[src/rtl/cordic_arbiter.sv]
// Round-robin sharing of one pipelined CORDIC cosine unit between requesters A and B.
// A tag pipeline follows each issued operand so its result returns only to its issuer.
module cordic_arbiter #(
    parameter int LATENCY      = 16,
    parameter int MAX_INFLIGHT = 8
) (
    input  logic        clk,
    input  logic        reset_n,
    input  logic        a_valid,
    output logic        a_ready,
    input  logic [31:0] a_data,
    output logic        a_res_valid,
    output logic [31:0] a_res_data,
    input  logic        b_valid,
    output logic        b_ready,
    input  logic [31:0] b_data,
    output logic        b_res_valid,
    output logic [31:0] b_res_data,
    output logic [31:0] cordic_in,
    input  logic [31:0] cordic_out,
    output logic        busy
);

    localparam int              CW      = $clog2(MAX_INFLIGHT + 1);
    localparam logic [CW-1:0]   CNT_MAX = CW'(MAX_INFLIGHT);
    localparam logic            ID_A    = 1'b0;
    localparam logic            ID_B    = 1'b1;

    logic [CW-1:0]  cnt_a_reg, cnt_a_next;
    logic [CW-1:0]  cnt_b_reg, cnt_b_next;
    logic           last_grant_reg;
    logic [LATENCY:0] tag_valid_reg;
    logic [LATENCY:0] tag_id_reg;

    logic a_req, b_req;
    logic grant_a, grant_b;
    logic a_ret, b_ret;

    always_comb begin
        a_ready = (cnt_a_reg < CNT_MAX);
        b_ready = (cnt_b_reg < CNT_MAX);
        a_req   = a_valid & a_ready;
        b_req   = b_valid & b_ready;
        // On a tie the requester that did not win last time gets the slot.
        grant_a = a_req & (~b_req | (last_grant_reg == ID_B));
        grant_b = b_req & ~grant_a;
        a_ret   = tag_valid_reg[LATENCY] & (tag_id_reg[LATENCY] == ID_A);
        b_ret   = tag_valid_reg[LATENCY] & (tag_id_reg[LATENCY] == ID_B);
        busy    = (|tag_valid_reg) | (cnt_a_reg != '0) | (cnt_b_reg != '0);
    end

    always_comb begin
        cnt_a_next = cnt_a_reg;
        case ({grant_a, a_ret})
            2'b10:   cnt_a_next = cnt_a_reg + 1'b1;
            2'b01:   cnt_a_next = cnt_a_reg - 1'b1;
            default: cnt_a_next = cnt_a_reg;
        endcase
        cnt_b_next = cnt_b_reg;
        case ({grant_b, b_ret})
            2'b10:   cnt_b_next = cnt_b_reg + 1'b1;
            2'b01:   cnt_b_next = cnt_b_reg - 1'b1;
            default: cnt_b_next = cnt_b_reg;
        endcase
    end

    always_ff @(posedge clk or negedge reset_n) begin
        if (!reset_n) begin
            cnt_a_reg      <= '0;
            cnt_b_reg      <= '0;
            last_grant_reg <= ID_B;
            cordic_in      <= '0;
            tag_valid_reg  <= '0;
            tag_id_reg     <= '0;
            a_res_valid    <= 1'b0;
            b_res_valid    <= 1'b0;
            a_res_data     <= '0;
            b_res_data     <= '0;
        end else begin
            cnt_a_reg <= cnt_a_next;
            cnt_b_reg <= cnt_b_next;
            if (grant_a) begin
                last_grant_reg <= ID_A;
                cordic_in      <= a_data;
            end else if (grant_b) begin
                last_grant_reg <= ID_B;
                cordic_in      <= b_data;
            end
            // Stage LATENCY lines up with the CORDIC output for that operand.
            tag_valid_reg <= {tag_valid_reg[LATENCY-1:0], grant_a | grant_b};
            tag_id_reg    <= {tag_id_reg[LATENCY-1:0], grant_b};
            a_res_valid   <= a_ret;
            b_res_valid   <= b_ret;
            if (a_ret) a_res_data <= cordic_out;
            if (b_ret) b_res_data <= cordic_out;
        end
    end

    a_no_underflow: assert property (@(posedge clk) disable iff (!reset_n)
        !(a_ret && !grant_a && cnt_a_reg == '0));
    b_no_underflow: assert property (@(posedge clk) disable iff (!reset_n)
        !(b_ret && !grant_b && cnt_b_reg == '0));

endmodule

[config.mk]
export PLATFORM = sky130hd
export DESIGN_NAME = cordic_arbiter
export DESIGN_NICKNAME = d
export VERILOG_FILES = /design/src/rtl/cordic_arbiter.sv
export SDC_FILE = /design/constraint.sdc
export NUM_CORES = 1
export LEC_CHECK = 0
export BUFFER_PORTS_ARGS = -buffer_cell sky130_fd_sc_hd__buf_2
export CAP_MARGIN = 20
export CORE_ASPECT_RATIO = 1.75
export CORE_MARGIN = 2
export CORE_UTILIZATION = 44
export DETAILED_ROUTE_END_ITERATION = 10
export PLACE_DENSITY = 0.75
export SYNTH_ARGS = -nofsm -noshare
export SYNTH_HDL_FRONTEND = slang
export SYNTH_SLANG_ARGS = --single-unit
[constraint.sdc]
create_clock -name clk -period 2.2 [get_ports clk]
set_input_delay 0.44 -clock clk [delete_from_list [all_inputs] [get_ports clk]]
set_output_delay 0.44 -clock clk [all_outputs]
set_load 0.02 [all_outputs]
==> results of run 1 <==
==> kinds of logic (layout without fill, tap and decap cells) <==
| family | Yosys count | after routing | synth area share [%] |
|---|---|---|---|
| buf+inv | 23 | 252 | 2.932 |
| compound gates | 42 | 42 | 4.294 |
| fa+ha+maj | 6 | 6 | 1.385 |
| simple gates | 58 | 58 | 5.217 |
| xor+xnor | 10 | 10 | 1.616 |
| flops | 141 | 141 | 65.12 |
| mux | 97 | 97 | 19.44 |
==> area by class of cell <==
type,instances,area (um^2)
multi-input combinational,213,1785
timing repair buffer,213,1145
tap,165,206.4
sequential,141,3531
fill,953,4691
clock inverter,13,177.7
inverter,7,33.78
clock buffer,19,432.9
==> cell usage after synthesis (all sizes together) <==
| master | instances |
|---|---|
| a211o | 2 |
| a21oi | 5 |
| a221o | 1 |
| and2b | 1 |
| and3 | 1 |
| buf | 16 |
| dfrtp | 140 |
| dfstp | 1 |
| ha | 6 |
| inv | 7 |
| mux2 | 66 |
| mux2i | 31 |
| nand2 | 36 |
| nand2b | 2 |
| nand3 | 2 |
| nand4 | 1 |
| nor2 | 4 |
| nor2b | 3 |
| nor3 | 2 |
| nor4 | 5 |
| o21a | 1 |
| o21ai | 33 |
| or4 | 1 |
| xnor2 | 4 |
| xor2 | 6 |
==> what timing repair did <==
action / in CTS / in global routing
endpoints found under the setup margin: 2 / 2
setup buffers: 1 / 1
gates resized for setup: 5 / 7
pin swaps: 1 / 3
==> power by group <==
| group | switching (uW) | leakage, uW | internal (uW) |
|---|---|---|---|
| clock network | 1110 | 0.000297 | 1820 |
| registers | 465 | 0.00173 | 3390 |
| logic | 1800 | 0.00178 | 1250 |
==> stage by stage <==
step           std cells  instance area [um^2]  utilization, %  hold slack [ns]  setup slack [ns]
3_3_place_gp         737                  6634           55.27           0.3349           0.06670
6_report             771                  7312           60.92          0.01002          -0.09721
2_1_floorplan        377                  5423               -           0.1444           0.02410
4_1_cts              770                  7277           60.63          0.02159           -0.1353
5_1_grt              771                  7312           60.92          0.03384           -0.2001
3_5_place_dp         737                  6634           55.27           0.3347          -0.03948
==> worst reg2reg max path, delay by kind of cell (launching register included) <==
family / cells / cell delay (ns)
xor gates and xnor gates: 3 / 0.48
DFF: 1 / 0.41
adders and majority gates: 2 / 0.38
AOI/OAI and AO/OA: 2 / 0.34
and+or+nand+nor: 3 / 0.29
buffers and inverters: 1 / 0.07
==> final timing paths <==
path / end / slack [ns] / depth (start not counted)
setup / recovery: busy / -0.1 / 4
hold / removal: a_res_data[29]$_DFFE_PN0P_ / 0.01 / 1
setup reg to reg: cnt_b_reg[2]$_DFFE_PN0P_ / 0.12 / 11
hold reg to reg: tag_id_reg[11]$_DFF_PN0_ / 0.35 / 0
max in group asynchronous: b_res_data[27]$_DFFE_PN0P_ / 1.57 / 2
min in group clk: a_res_data[5]$_DFFE_PN0P_ / 0.26 / 2
==> metal layers <==
layer / wire, um / vias to the layer above
met3: 879 / 9
met5: 0 / -
met2: 5797 / 182
li1: - / 1746
met4: 118 / 0
met1: 4297 / 1766
==> summary.md, run 1 <==
| Metric | Value |
|---|---|
| Largest cells by area after synthesis | `dfrtp_1 65%, mux2_2 11%, mux2i_1 5.7%` |
| ANT cells | `0` |
| Slew headroom | `62.85%` |
| Final WL | `11,090 um` |
| Critical Path Source Type | `register` |
| First-pass GRT wire length | `17,950 um` |
| Worst setup path startpoint | `cnt_a_reg[0]$_DFFE_PN0P_` |
| Worst-Skew Late Latency | `0.41 ns` |
| M3 GR Usage | `5.831%` |
| Unrepaired setup endpoints after global routing | `yes` |
| Grt peak-use layer | `met2` |
| Post-synthesis sequential area ratio | `65.12%` |
| Router iterations before antenna repair | `4` |
| Final setup violation count | `1` |
| Final nets | `699` |
| Met2 global-route usage | `29.85%` |
| Tmin final | `2.297 ns` |
| Iter 0 DRT Violations | `103` |
| Final Hold Vio Count | `0` |
| Total grt overflow | `0` |
| Critical Path Max Stage Delay | `0.55 ns` |
| Synthesized area | `5420 um^2` |
| Buffers plus inverters on the worst setup path | `1` |
| Num ports | `201` |
| Worst Hold Class | `in -> async` |
| Via/cell ratio | `4.803` |
| Rows | `53` |
| Commonest non-fill, non-tap cell in the layout | `buf_2` |
| DP Wirelength | `8154 um` |
| TritonCTS clock tree | `done` |
| Crit-path max FO | `2` |
| Critical Path RT | `1.76 ns` |
| Peak VDD IR | `0.7817 mV` |
| Syn_nets | `483` |
| Slowest-stage cell, CP | `or4_4` |
| Tot GR Track Use | `17.51%` |
| Max cap viols | `0` |
| CP Class | `reg -> out` |
| Clock slew at reported path FFs | `0.06 ns` |
| Post-route DRC violation count | `0` |
| Skew final | `0.008350 ns` |
| Critical Path End Type | `output pin` |
| Synth top area share | `64.64%` |
| Final Max Slew Viols | `0` |
| Post-CTS Hold Buffers | `0` |
| Antenna viol nets, final | `0` |
| Highest clock rate | `435.3 MHz` |
| Routability cong. | `0.8090` |
| WL/cell | `14.39 um` |
| Port Buffers | `200` |
| Area grow syn2layout | `34.90%` |
| Slew @ Worst Pin | `0.5573 ns` |
| H-tree levels | `4` |
| Total CTS buffers | `17` |
| Die width | `87.90 um` |
| Synth warn | `0` |
| Period Utilization, post-route | `104.4%` |
| Yosys cell types | `32` |
| Die ar. | `13,260 um^2` |
| RR Startpoint | `cnt_b_reg[3]$_DFFE_PN0P_` |
| CTS sink cnt | `141` |
| Most frequent cells in the layout | `198 x buf_2, 139 x dfrtp_1, 53 x mux2_2` |
| CP arrival | `1.86 ns` |
| Syn avg cell area | `14.38 um^2` |
| Biggest regs | `a_res_data x32, b_res_data x32, cordic_in x32` |
| Die H | `150.8 um` |
| Total Power | `9825 uW` |
| Dominant cell type by area after synthesis | `dfrtp_1` |
| Largest delay share family, worst path | `simple AND/OR/NAND/NOR gates` |
| Vias in the first global route | `3,768` |
| Post-Syn Instances | `377` |
| Status | `finished with violations` |
| Largest net degree at the start of global routing | `62` |
| Core area | `12,000 um^2` |
| Root buf cell | `clkbuf_16` |
| Grt met1 use | `20.47%` |
| Final worst slack | `-0.09721 ns` |
| Clock Path Buffers | `2` |
| Initial antenna violation count | `0` |
| Worst-path cell chain | `or4_4 > nor4_4 > nand4_1 > buf_4` |
| Starting Density | `45.16%` |
| Setup_tns | `-0.09721 ns` |
| Layout cell share with drive strength beyond 1 | `51.82%` |
| Failing checks | `setup timing` |
| Via count | `3,703` |
| P_leak | `0.003811 uW` |
| Yosys reg bits | `141` |
| Power per cell area | `1344 nW/um^2` |
No activity file was read; power rests on OpenSTA's default activity.
==> run 2: changes to the inputs <==
Settings changed: CELL_PAD_IN_SITES_DETAIL_PLACEMENT from default to 0, CELL_PAD_IN_SITES_GLOBAL_PLACEMENT from default to 1, CORE_UTILIZATION 44 to 35, PLACE_DENSITY 0.75 to default, PLACE_DENSITY_LB_ADDON from default to 0.1.
==> summary.md, run 2 (synthesized netlist as in run 1, its figures left out) <==
| Metric | Value |
|---|---|
| Status | `finished with violations` |
| H-tree levels | `4` |
| Commonest non-fill, non-tap cell in the layout | `buf_2` |
| Metal3 WL | `733 um` |
| Die H | `168.6 um` |
| Total CTS buffers | `17` |
| Tot GR Track Use | `14.50%` |
| Core area | `15,240 um^2` |
| Worst-Skew Late Latency | `0.40 ns` |
| Num ports | `201` |
| Final Hold Vio Count | `0` |
| Die ar. | `16,540 um^2` |
| Rows | `60` |
| Worst Hold Class | `in -> reg` |
| Router iterations before antenna repair | `4` |
| Metal-1 WL | `4723 um` |
| Post-route DRC violation count | `0` |
| Period Utilization, post-route | `105.1%` |
| ANT cells | `0` |
| Net Sw Power | `3376 uW` |
| Final Max Slew Viols | `0` |
| Critical Path End Type | `output pin` |
| Peak VDD IR | `0.5111 mV` |
| Vias in the first global route | `3,908` |
| Initial antenna violation count | `0` |
| Most frequent cells in the layout | `198 x buf_2, 140 x dfrtp_1, 53 x mux2_2` |
| Total grt overflow | `0` |
| Power share of the combinational group | `30.6%` |
| Hold_ws | `0.2596 ns` |
| Slew @ Worst Pin | `0.4993 ns` |
| P_leak | `0.003838 uW` |
| Routability cong. | `0.7762` |
| Clock Path Buffers | `2` |
| Critical Path RT | `1.76 ns` |
| Biggest regs | `a_res_data x32, b_res_data x32, cordic_in x32` |
| Crit-path max FO | `2` |
| DP Wirelength | `8412 um` |
| Slew headroom | `66.72%` |
| Total Power | `9936 uW` |
| Uppermost routed layer | `met4` |
| Area of the multi-input gates | `1762 um^2` |
| Iter 0 DRT Violations | `64` |
| Area grow syn2layout | `35.80%` |
| Clock slew at reported path FFs | `0.06 ns` |
| Clock group share of total power | `30.8%` |
| Final WL | `11,660 um` |
| CTS sink cnt | `141` |
| Failing checks | `setup timing` |
| Layout cell share with drive strength beyond 1 | `50.99%` |
| CP Class | `reg -> out` |
| Unrepaired setup endpoints after global routing | `yes` |
| WL/cell | `14.68 um` |
| Final worst slack | `-0.1117 ns` |
| Switch share | `33.98%` |
| Max cap viols | `0` |
| Worst slack at placement | `-0.01789 ns` |
| Antenna viol nets, final | `0` |
| Starting Density | `35.57%` |
| TritonCTS clock tree | `done` |
| Via count | `3,658` |
| Setup_tns | `-0.1117 ns` |
| Final setup violation count | `1` |
| Power per cell area | `1350 nW/um^2` |
| Reg area | `3530 um^2` |
| Internal | `6560 uW` |
| Layout Cells excl Fill | `794` |
| CP arrival | `1.87 ns` |
| Die width | `98.07 um` |
| Metal2 WL | `6051 um` |
| Skew final | `0.01096 ns` |
| Critical Path Source Type | `register` |
| # fillers | `1,386` |
| Sequential share of power | `38.5%` |
| Placed instance count | `759` |
| Tmin final | `2.312 ns` |
| Root buf cell | `clkbuf_16` |
| First-pass GRT wire length | `19,280 um` |
| Highest clock rate | `432.6 MHz` |
| Largest net degree at the start of global routing | `65` |
| Port Buffers | `200` |
| Via/cell ratio | `4.607` |
| Final nets | `701` |
==> run 2: cell types whose count changed in the layout (fill, tap and decap cells not counted), sizes merged <==
| cell | before | now |
|---|---|---|
| clkinv | 3 | 6 |
| inv | 13 | 10 |
| buf | 213 | 214 |
| bufinv | 3 | 4 |
| clkbuf | 19 | 18 |
| dlygate4sd3 | 0 | 1 |
==> run 2: critical path: stages (launching register included) <==
cell     delay, ns
dfrtp_1       0.38
or4_4         0.52
nor4_4        0.24
nand4_1       0.14
buf_4         0.18
==> run 2: repair_timing <==
item	CTS	global route
buffers inserted	0	3
cloned	0	0
pin swaps	0	4
endpoints found under the hold margin	39	0
setup endpoints to repair	1	2
resized for setup	1	5
hold buffers	1	0
==> run 2: layer usage <==
| metal | up-vias | track usage [%] |
|---|---|---|
| met5 | - | 0 |
| met2 | 146 | 25.46 |
| li1 | 1741 | - |
| met1 | 1759 | 16.82 |
| met4 | 0 | 5.314 |
| met3 | 12 | 4.005 |
==> run 2: power by group through the flow <==
stage | logic (uW) | clock network, uW | registers, uW
6_report | 3040 | 3060 | 3830
3_5_place_dp | 3080 | 0 | 3860
5_1_grt | 3320 | 3280 | 3940
3_3_place_gp | 3040 | 0 | 3830
2_1_floorplan | 1220 | 0 | 4600
4_1_cts | 3080 | 3150 | 3830
==> run 2: per-stage QoR <==
| stage | util (%) | instance area (um^2) |
|---|---|---|
| 2_1_floorplan | - | 5423 |
| 3_3_place_gp | 43.75 | 6668 |
| 3_5_place_dp | 43.75 | 6668 |
| 4_1_cts | 48.06 | 7325 |
| 5_1_grt | 48.30 | 7361 |
| 6_report | 48.30 | 7361 |
==> run 2: final timing paths <==
path,start,endpoint,slack (ns),cells after the start
worst max register to register,cnt_b_reg[3]$_DFFE_PN0P_,cnt_b_reg[2]$_DFFE_PN0P_,0.15,11
min in group asynchronous,reset_n,b_res_data[4]$_DFFE_PN0P_,0.51,2
max in group asynchronous,reset_n,last_grant_reg$_DFFE_PN1P_,1.01,3
worst min-delay path,cordic_out[29],a_res_data[29]$_DFFE_PN0P_,0.26,2
worst min register to register,tag_id_reg[11]$_DFF_PN0_,tag_id_reg[12]$_DFF_PN0_,0.35,0
worst max-delay path,tag_valid_reg[6]$_DFF_PN0_,busy,-0.11,4
==> run 2: layout make-up <==
cell class / instances / share of cell area [%]
multi-input combinational: 213 / 23.93
clock buffer: 18 / 5.830
sequential: 141 / 47.95
tap: 186 / 3.162
timing repair buffer: 215 / 15.79
clock inverter: 14 / 2.873
inverter: 7 / 0.4589
